File: src/rtl/v7404_tester.sv
// Stimulus/response sequencer for a 7404 hex inverter: walks four vectors and flags mismatching gates.
// Optional: define V7404_TESTER_SYNC_EN to put a 2-flop synchronizer on the response pins (needs SETTLE_CYCLES >= 3).
module v7404_tester #(
  parameter int SETTLE_CYCLES = 4
) (
  input  logic       i_clk,
  input  logic       i_reset,
  input  logic       i_start,
  output logic       o_pin1,
  output logic       o_pin3,
  output logic       o_pin5,
  output logic       o_pin9,
  output logic       o_pin11,
  output logic       o_pin13,
  input  logic       i_pin2,
  input  logic       i_pin4,
  input  logic       i_pin6,
  input  logic       i_pin8,
  input  logic       i_pin10,
  input  logic       i_pin12,
  output logic       o_busy,
  output logic       o_done,
  output logic       o_pass,
  output logic [5:0] o_fail_mask
);

  localparam int CW = (SETTLE_CYCLES > 1) ? $clog2(SETTLE_CYCLES) : 1;
  localparam logic [CW-1:0] LAST = CW'(SETTLE_CYCLES - 1);

  typedef enum logic [1:0] {IDLE, APPLY, DONE} state_t;

  state_t        state;
  logic [1:0]    idx;
  logic [CW-1:0] cnt;
  logic [5:0]    pins;
  logic [5:0]    resp_raw;
  logic [5:0]    resp;
  logic [5:0]    miss;

  function automatic logic [5:0] vec(input logic [1:0] k);
    case (k)
      2'd0:    vec = 6'b000000;
      2'd1:    vec = 6'b111111;
      2'd2:    vec = 6'b010101;
      default: vec = 6'b101010;
    endcase
  endfunction

  assign resp_raw = {i_pin12, i_pin10, i_pin8, i_pin6, i_pin4, i_pin2};

`ifdef V7404_TESTER_SYNC_EN
  logic [5:0] sync_p0;
  logic [5:0] sync_p1;

  generate
    if (SETTLE_CYCLES < 3) begin : g_bad_settle
      $error("SETTLE_CYCLES must be >= 3 when the response synchronizer is enabled");
    end
  endgenerate

  // Synchronizer stage boundary: the value compared lags the pins by two cycles
  always_ff @(posedge i_clk) begin
    sync_p0 <= resp_raw;
    sync_p1 <= sync_p0;
  end

  assign resp = sync_p1;
`else
  generate
    if (SETTLE_CYCLES < 1) begin : g_bad_settle
      $error("SETTLE_CYCLES must be >= 1");
    end
  endgenerate

  assign resp = resp_raw;
`endif

  // A healthy gate drives the inverse of its input
  assign miss = resp ^ ~vec(idx);

  always_ff @(posedge i_clk or posedge i_reset) begin
    if (i_reset) begin
      state       <= IDLE;
      idx         <= 2'd0;
      cnt         <= '0;
      pins        <= 6'b000000;
      o_busy      <= 1'b0;
      o_done      <= 1'b0;
      o_pass      <= 1'b0;
      o_fail_mask <= 6'b000000;
    end else begin
      case (state)
        IDLE: begin
          o_done <= 1'b0;
          pins   <= 6'b000000;
          if (i_start) begin
            state       <= APPLY;
            idx         <= 2'd0;
            cnt         <= '0;
            pins        <= vec(2'd0);
            o_busy      <= 1'b1;
            o_pass      <= 1'b0;
            o_fail_mask <= 6'b000000;
          end
        end
        APPLY: begin
          if (cnt == LAST) begin
            cnt         <= '0;
            o_fail_mask <= o_fail_mask | miss;
            if (idx != 2'd3) begin
              idx  <= idx + 2'd1;
              pins <= vec(idx + 2'd1);
            end else begin
              state  <= DONE;
              pins   <= 6'b000000;
              o_busy <= 1'b0;
              o_done <= 1'b1;
              o_pass <= ((o_fail_mask | miss) == 6'b000000);
            end
          end else begin
            cnt <= cnt + 1'b1;
          end
        end
        default: begin
          o_done <= 1'b0;
          state  <= IDLE;
        end
      endcase
    end
  end

  assign o_pin1  = pins[0];
  assign o_pin3  = pins[1];
  assign o_pin5  = pins[2];
  assign o_pin9  = pins[3];
  assign o_pin11 = pins[4];
  assign o_pin13 = pins[5];

endmodule

File: config.mk
export PLATFORM = sky130hd
export DESIGN_NAME = v7404_tester
export DESIGN_NICKNAME = d
export VERILOG_FILES = /design/src/rtl/v7404_tester.sv
export SDC_FILE = /design/constraint.sdc
export NUM_CORES = 1
export LEC_CHECK = 0
export BUFFER_PORTS_ARGS = -buffer_cell sky130_fd_sc_hd__buf_4
export CORE_ASPECT_RATIO = 1.2
export CORE_UTILIZATION = 44
export DETAILED_ROUTE_END_ITERATION = 8
export GPL_ROUTABILITY_DRIVEN = 0
export PLACE_DENSITY = 0.75
export SLEW_MARGIN = 25
export SYNTH_ARGS = -nofsm -noshare
export SYNTH_HDL_FRONTEND = slang
export SYNTH_SLANG_ARGS = --single-unit
File: constraint.sdc
create_clock -name i_clk -period 2.5 [get_ports i_clk]
set_input_delay 0.125 -clock i_clk [delete_from_list [all_inputs] [get_ports i_clk]]
set_output_delay 0.125 -clock i_clk [all_outputs]
set_load 0.1 [all_outputs]
## After elaboration in Yosys (flattened, before gate mapping)

Index checks and enable logic that the tools add are counted.

- Output and inout port bits: 15
- Input port bits: 9
- Logic and storage cells: 65
- Bits in registers: 21

- Add/subtract/negate cells: 2
- Mux-type cells: 29
- Bitwise gates (word level): 3
- Reductions and logical operators: 12
- Equal/unequal tests: 11

Operators by type and width:

| operator | count |
|---|---|
| $pmux W6 S3 | 2 |
| $mux W6 | 4 |
| $pmux W6 S2 | 2 |
| $mux W2 | 7 |
| $pmux W2 S2 | 3 |
| $ne A2 B2 Y1 const B | 5 |
| $mux W1 | 9 |
| $reduce_and A4 Y1 | 2 |
| $eq A2 B1 Y1 const B | 3 |
| $eq A2 B2 Y1 const B | 3 |
| $logic_not A2 Y1 | 3 |
| $logic_not A6 Y1 | 1 |
| $not A6 Y6 | 1 |
| $or A6 B6 Y6 | 1 |
| $reduce_and A2 Y1 | 3 |
| $reduce_and A3 Y1 | 2 |
| $xor A6 B6 Y6 | 1 |
| $add A2 B1 Y2 const B | 2 |
| $pmux W1 S2 | 2 |
| $reduce_bool A2 Y1 | 1 |

## Logic depth before layout (Yosys ltp)

Gate-level depths: netlist of run 1.

- Depth in word-level cells: 9
- Mapped depth: 6
- Mapped depth without buffers: 6

## Worst setup path before layout of run 1

Ideal clock, no wire load.

- Path kind: register to register
- From: reg idx[0]
- To: reg o_pass
- Arrival time: 1.791 ns
- Clock period less this slack: 1.861 ns
- Path slack: 0.639 ns
- Cell stages (with the launch flop): 6
- Path buffers: 1
- Required time: 2.430 ns
- Setup time: 0.070 ns
- Cells stage by stage: dfrtp_1 -> ha_1 -> buf_6 -> or4_4 -> a221oi_2 -> mux2_1

- Cells in the longest elaborated chain, start to end: 9
- Elaborated cells between the ends (all ways): 14
- Classes of those cells: eq/ne (4); mux (4); bitwise (3); reduce/logical (3)

Ends and longest elaborated chain:

| what | RTL line | text |
|---|---|---|
| start, declared | 33 | `logic [1:0] idx;` |
| start signal, assigned | 111 | `idx <= idx + 2'd1;` |
| $eq A2 B2 Y1, or another cell as far along | 41 | `case (k)` |
| $pmux W6 S3 | 41 |  |
| $not A6 Y6 | 79 | `assign miss = resp ^ ~vec(idx);` |
| $xor A6 B6 Y6 | 79 |  |
| $or A6 B6 Y6 | 118 | `o_pass <= ((o_fail_mask \| miss) == 6'b000000);` |
| $logic_not A6 Y1 | 118 |  |
| $mux W1 | 110 | `if (idx != 2'd3) begin` |
| $mux W1 | 107 | `if (cnt == LAST) begin` |
| $pmux W1 S2 | 92 | `case (state)` |
| end signal, assigned | 118 |  |
| end, declared | 23 | `output logic o_pass,` |

Several ways; a longest one is shown, not always the timed one. The select of a mux whose other input is x is not followed.
A chain may end at the register's enable or synchronous reset.

## Worst setup path in the final report of run 1

Ends and elaborated chain as after synthesis.

==> flow_summary_export.csv, run 1 <==
group,metric,value,unit
detailed_routing,drtAntennaViolNets,0,
synthesis,synth_top_family_by_area,"simple AND/OR/NAND/NOR gates",
clocking,clock_path_buffers,2,
die,core_area,1893,sq um
status,violations,"DRC",
synthesis,yosysMostFrequentCell,"dfrtp_1",
sta,max_clock_freq,0.5077,GHz
clocking,post-cts-setup-buffers,0,
synthesis,muxShareOfSynthArea,1.240,%
synthesis,synth_top_area_share,46.83,%
synthesis,synth_compound_area_share,15.56,%
synthesis,synth_edf_count,0,
synthesis,syn_area_per_cell,9.664,sq um
synthesis,synth-main-ff-cell,"dfrtp_1",
sta,setup_viol,0,
global_route,grt_max_degree,18,
die,die_y,51.77,um
synthesis,async_flop_share,100.0,%
setup_path,worstSetupPathType,"register to register",
clocking,tritoncts,"done",
synthesis,synthAdderAreaFrac,4.132,%
placement,port_buffers,23,
die,fp.dieW,43.48,um
final_layout,insertedDiodeCount,0,
clocking,cts_inserted_buffers,3,
synthesis,netlist_instances,94,
synthesis,synth_area_leaders,"dfrtp_1 47%, xnor2_1 6.7%, o21ai_0 5.0%",
global_route,grt-ovfl-total,0,
clocking,clock_sinks,17,
die,rows,17,
detailed_routing,drc,2,
detailed_routing,wl_per_cell,13.66,um
global_route,grt_usage,18.42,%
clocking,clockRootBuffer,"clkbuf_4",
setup_path,end_kind,"register",
clocking,clk_latency,0.28,ns
placement,dp_slack,0.5533,ns
final_layout,layout-drive-gt1-share,26.09,%
die,dieArea,2251,sq um
clocking,htree_levels,1,
detailed_routing,first_iter_violations,10,
die,io_pins,24,
synthesis,synthesis.nets,106,
sta,slew_viol_final,0,
die,initial_core_util,47.98,%
synthesis,synthXorXnorAreaFrac,6.749,%
sta,relSlewSlack,56.91,%
detailed_routing,wirelength,1830,um
detailed_routing,first_pass_iters,6,
synthesis,seq_area_frac_synth,46.83,%
sta,hold_viol_final,0,
final_layout,syn_to_final_growth,20.25,%
detailed_routing,vias_per_cell,5.537,
setup_path,cp-start-kind,"register",
final_layout,final_util,57.70,%
global_route,grt_pass1_wl,3036,um
final_layout,fillers,173,
synthesis,synth_simple_gate_area_share,17.22,%
synthesis,syn_area,908.4,sq um
final_layout,nets,128,
setup_path,crit_path_max_fanout,7,
setup_path,cp.required,2.73,ns
sta,fin_tns_setup,0,ns
sta,tightest_slew,0.6456,ns
global_route,antenna_found_initial,0,
synthesis,yosysTopAreaCell,"dfrtp_1",
sta,clock_skew,0.004202,ns
sta,period_share,78.79,%
run,drv_cap,0,
sta,setup_slack,0.5303,ns
clocking,cts.clk_slew.worst_paths,0.09,ns
synthesis,yosysWarnings,0,
status,outcome,"complete, but fails checks",
global_route,grt_pass1_vias,726,
min_path,min_path_type,"input pin to register",
synthesis,synth_commonest_cells,"17 x dfrtp_1, 12 x nand2_1, 9 x o21ai_0",
synthesis,synth_cell_type_count,31,
placement,dpl.hpwl,1367,um
detailed_routing,dr_total_vias,742,
setup_path,worstPathArrival,2.20,ns
sta,rsz0062_at_grt,"false",
sta,period_minus_slack,1.970,ns
synthesis,ys_seq_elements,17,
==> layout make-up <==
class,count,area (sq um),share of cell area (%)
flip-flops and latches,17,425.4,38.95
multi-input cells,63,407.9,37.34
inverters,7,26.28,2.405
clock buffers,4,26.28,2.405
well taps,19,23.77,2.176
repair buffers,24,182.7,16.72
==> state kept, by name, summed over array words and instances (netlist names) <==
signal       count
cnt              2
idx              2
o_busy           1
o_done           1
o_fail_mask      6
o_pass           1
pins             2
state            2
==> final timing paths <==
path                                         endpoint          startpoint  slack (ns)  cells past startpoint
max                                o_pass$_DFFE_PP0P_  idx[0]$_DFFE_PP0P_        0.53                      4
min                        o_fail_mask[0]$_DFFE_PP0P_              i_pin2        0.14                      3
max reg2reg                        o_pass$_DFFE_PP0P_  idx[0]$_DFFE_PP0P_        0.53                      4
min reg2reg                        o_done$_DFFE_PP0P_  o_done$_DFFE_PP0P_        0.50                      2
max in group asynchronous          idx[0]$_DFFE_PP0P_             i_reset        1.60                      3
min in group asynchronous          cnt[1]$_DFFE_PP0P_             i_reset        0.49                      3
==> logic make-up (layout without fill, tap and decap cells) <==
kind of cell / Yosys count / count (layout)
compound gates: 22 / 22
xor+xnor: 7 / 7
fa+ha+maj: 3 / 3
buf+inv: 14 / 35
flops: 17 / 17
mux: 1 / 1
simple gates: 30 / 30
==> worst max-delay path, stage by stage, from the launching register on <==
cell and delay [ns]:
dfrtp_1 0.46, ha_1 0.45, or4_4 0.57, a221oi_2 0.27
mux2_1 0.16
==> timing repair <==
action	in CTS	in global routing
endpoints found under the hold margin	17	0
setup endpoints to repair	0	0
resized for setup	0	0
hold buffers	1	0
==> per-layer routing <==
metal / up-vias / track usage (%) / part of all wire, % / wire length [um]
met2: 18 / 34.34 / 52 / 960
li1: 360 / - / - / -
met5: - / 0 / 0 / 0
met4: 0 / 7.813 / 1.4 / 26
met1: 360 / 20.85 / 42 / 770
met3: 4 / 2.083 / 4.0 / 73
==> stage by stage <==
stage,area (sq um),instances,hold slack [ns]
2_1_floorplan,908.4,94,0.05107
3_3_place_gp,1056,129,0.2487
3_5_place_dp,1056,129,0.2662
4_1_cts,1092,134,0.1347
5_1_grt,1092,134,0.1362
6_report,1092,134,0.1424
==> placed cells by master, fill, tap and decap left out <==
master,synthesis,routed
nor4_1,1,1
and2_1,1,1
a221oi_2,1,1
clkbuf_4,0,3
clkbuf_1,2,1
nand4_1,2,2
nor2_2,1,1
buf_4,4,23
o21ai_0,9,9
or4_4,1,1
or4_1,1,1
ha_1,3,3
nand3_1,1,1
a21oi_1,4,4
o41ai_1,1,1
o31ai_1,1,1
o22ai_1,2,2
nand3b_1,1,1
nor2b_1,2,2
mux2_1,1,1
nor2_1,3,3
xnor2_1,7,7
o21bai_1,1,1
dlygate4sd3_1,0,1
a21o_1,1,1
nand2_1,12,12
dfrtp_1,17,17
a22o_1,2,2
or2_2,1,1
nand2b_1,2,2
and3_1,1,1
inv_1,7,7
Power of run 1 is left out: the tool's default activity adds up to more than one toggle a clock period on the data nets, which glitch-free logic cannot reach.
==> inputs of run 2 (changes only) <==
clock period = 1.9 ns   (was 2.5 ns; I/O delays follow)
==> run 2 against run 1 <==
Non-clock buffer count rose by 2. Fmax up 12%. Final cell count up 1.5%. The flow still finishes with violations (DRC). Setup slack got worse by 0.39 ns. Highest routed layer unchanged. Register-to-register slack worse by 0.39 ns. Worst hold slack lost 0.050 ns.
==> flow_summary_export.csv, run 2 (synthesis gave the netlist of run 1 again) <==
group,metric,value,unit
status,outcome,"complete, but fails checks",
status,violations,"DRC",
final_layout,nets,130,
sta,period_minus_slack,1.757,ns
global_route,grt_pass1_vias,734,
final_layout,final_common_cell,"buf_4",
final_layout,largest_register_ff_count,6,
setup_path,worstRegToRegCells,4,
setup_path,worstSetupPathType,"register to register",
final_layout,instances_no_fill,136,
setup_path,worstPathArrival,1.99,ns
placement,placed_cell_area,1071,sq um
detailed_routing,first_pass_iters,6,
sta,max_clock_freq,0.5692,GHz
min_path,worstHoldPathCells,3,
sta,tightest_slew,0.6391,ns
detailed_routing,drtAntennaViolNets,0,
die,io_pins,24,
final_layout,largest_register,"o_fail_mask",
clocking,cts_resized,0,
global_route,grt_usage,19.51,%
final_layout,layout_common_cells,"25 x buf_4, 17 x dfrtp_1, 12 x nand2_1",
die,initial_core_util,47.98,%
detailed_routing,dr_total_vias,733,
detailed_routing,wl_per_cell,13.76,um
clocking,cts_inserted_buffers,3,
clocking,clock_sinks,17,
run,drv_cap,0,
final_layout,fillers,170,
detailed_routing,drc,2,
die,rows,17,
setup_path,cp-start-kind,"register",
clocking,clk_latency,0.29,ns
detailed_routing,vias_per_cell,5.390,
placement,dp.cells,131,
final_layout,design_area,1109,sq um
detailed_routing,wirelength,1872,um
die,core_area,1893,sq um
clocking,clockRootBuffer,"clkbuf_4",
detailed_routing,first_iter_violations,10,
sta,clock_skew,0.003184,ns
clocking,cts.clk_slew.worst_paths,0.10,ns
placement,dpl.hpwl,1391,um
min_path,min_path_type,"input pin to register",
sta,rsz0062_at_grt,"false",
clocking,tritoncts,"done",
global_route,grt-ovfl-total,0,
setup_path,end_kind,"register",
die,dieArea,2251,sq um
min_path,hp-start,"i_pin2",
global_route,grt_pass1_wl,3229,um
sta,period_share,92.47,%
final_layout,layout-drive-gt1-share,28.21,%
final_layout,syn_to_final_growth,22.04,%
clocking,clock_path_buffers,2,
final_layout,insertedDiodeCount,0,
sta,slew_viol_final,0,
placement,port_buffers,23,
die,die_y,51.77,um
sta,hold_viol_final,0,
global_route,grt_max_degree,18,
die,fp.dieW,43.48,um
setup_path,crit_path_max_fanout,4,
sta,fin_tns_setup,0,ns
sta,setup_viol,0,
final_layout,multiInputGateArea,407.9,sq um
setup_path,cp.required,2.14,ns
sta,relSlewSlack,57.35,%
setup_path,cp-startpoint,"idx[0]$_DFFE_PP0P_",
final_layout,seq_area,425.4,sq um
clocking,htree_levels,1,
global_route,antenna_found_initial,0,
setup_path,r2r_start,"idx[0]$_DFFE_PP0P_",
[run 2: cell count changes in the layout (fill, tap and decap cells not counted), sizes merged]
cell / change
clkinv: +1
buf: +2
clkbuf: -1
[run 2: worst max-delay path: stages, from the launching register on]
cell	delay, ns
dfrtp_1	0.42
ha_1	0.32
or4_4	0.54
a221oi_2	0.26
mux2_1	0.16
[run 2: path summary, 6_finish.rpt]
check	end	slack, ns
worst max-delay path	o_pass$_DFFE_PP0P_	0.14
worst min-delay path	o_fail_mask[0]$_DFFE_PP0P_	0.09
worst max register to register	o_pass$_DFFE_PP0P_	0.14
worst min register to register	o_pass$_DFFE_PP0P_	0.51
max in group asynchronous	state[0]$_DFFE_PP0P_	1.05
min in group asynchronous	idx[0]$_DFFE_PP0P_	0.44
[run 2: final cells by class]
class	count	share of cell area (%)
well taps	19	2.144
multi-input cells	63	36.79
flip-flops and latches	17	38.37
clock buffers	3	2.032
clock inverters	1	0.4515
inverters	7	2.370
repair buffers	26	17.83
[run 2: what timing repair did]
action,CTS,global route
hold buffers,1,0
buffers inserted,0,0
endpoints found under the hold margin,17,0
[run 2: through the flow]
stage               setup slack, ns  utilization [%]  hold WS [ns]
CTS                          0.1407            58.56       0.09535
global route                0.04932            58.56        0.1294
finish                       0.1430            58.56       0.09244
global placement             0.1882            56.58        0.2232
floorplan                   0.03925                -       0.02107
detailed placement           0.1565            56.58        0.2245
[run 2: per-layer routing]
layer,global-route usage (%),vias up,share of wire (%)
met4,7.813,0,1.3
met5,0,-,0
met3,2.083,4,3.3
met2,33.33,21,50
li1,-,364,-
met1,25.06,344,45
Power of run 2 is left out for the same reason.
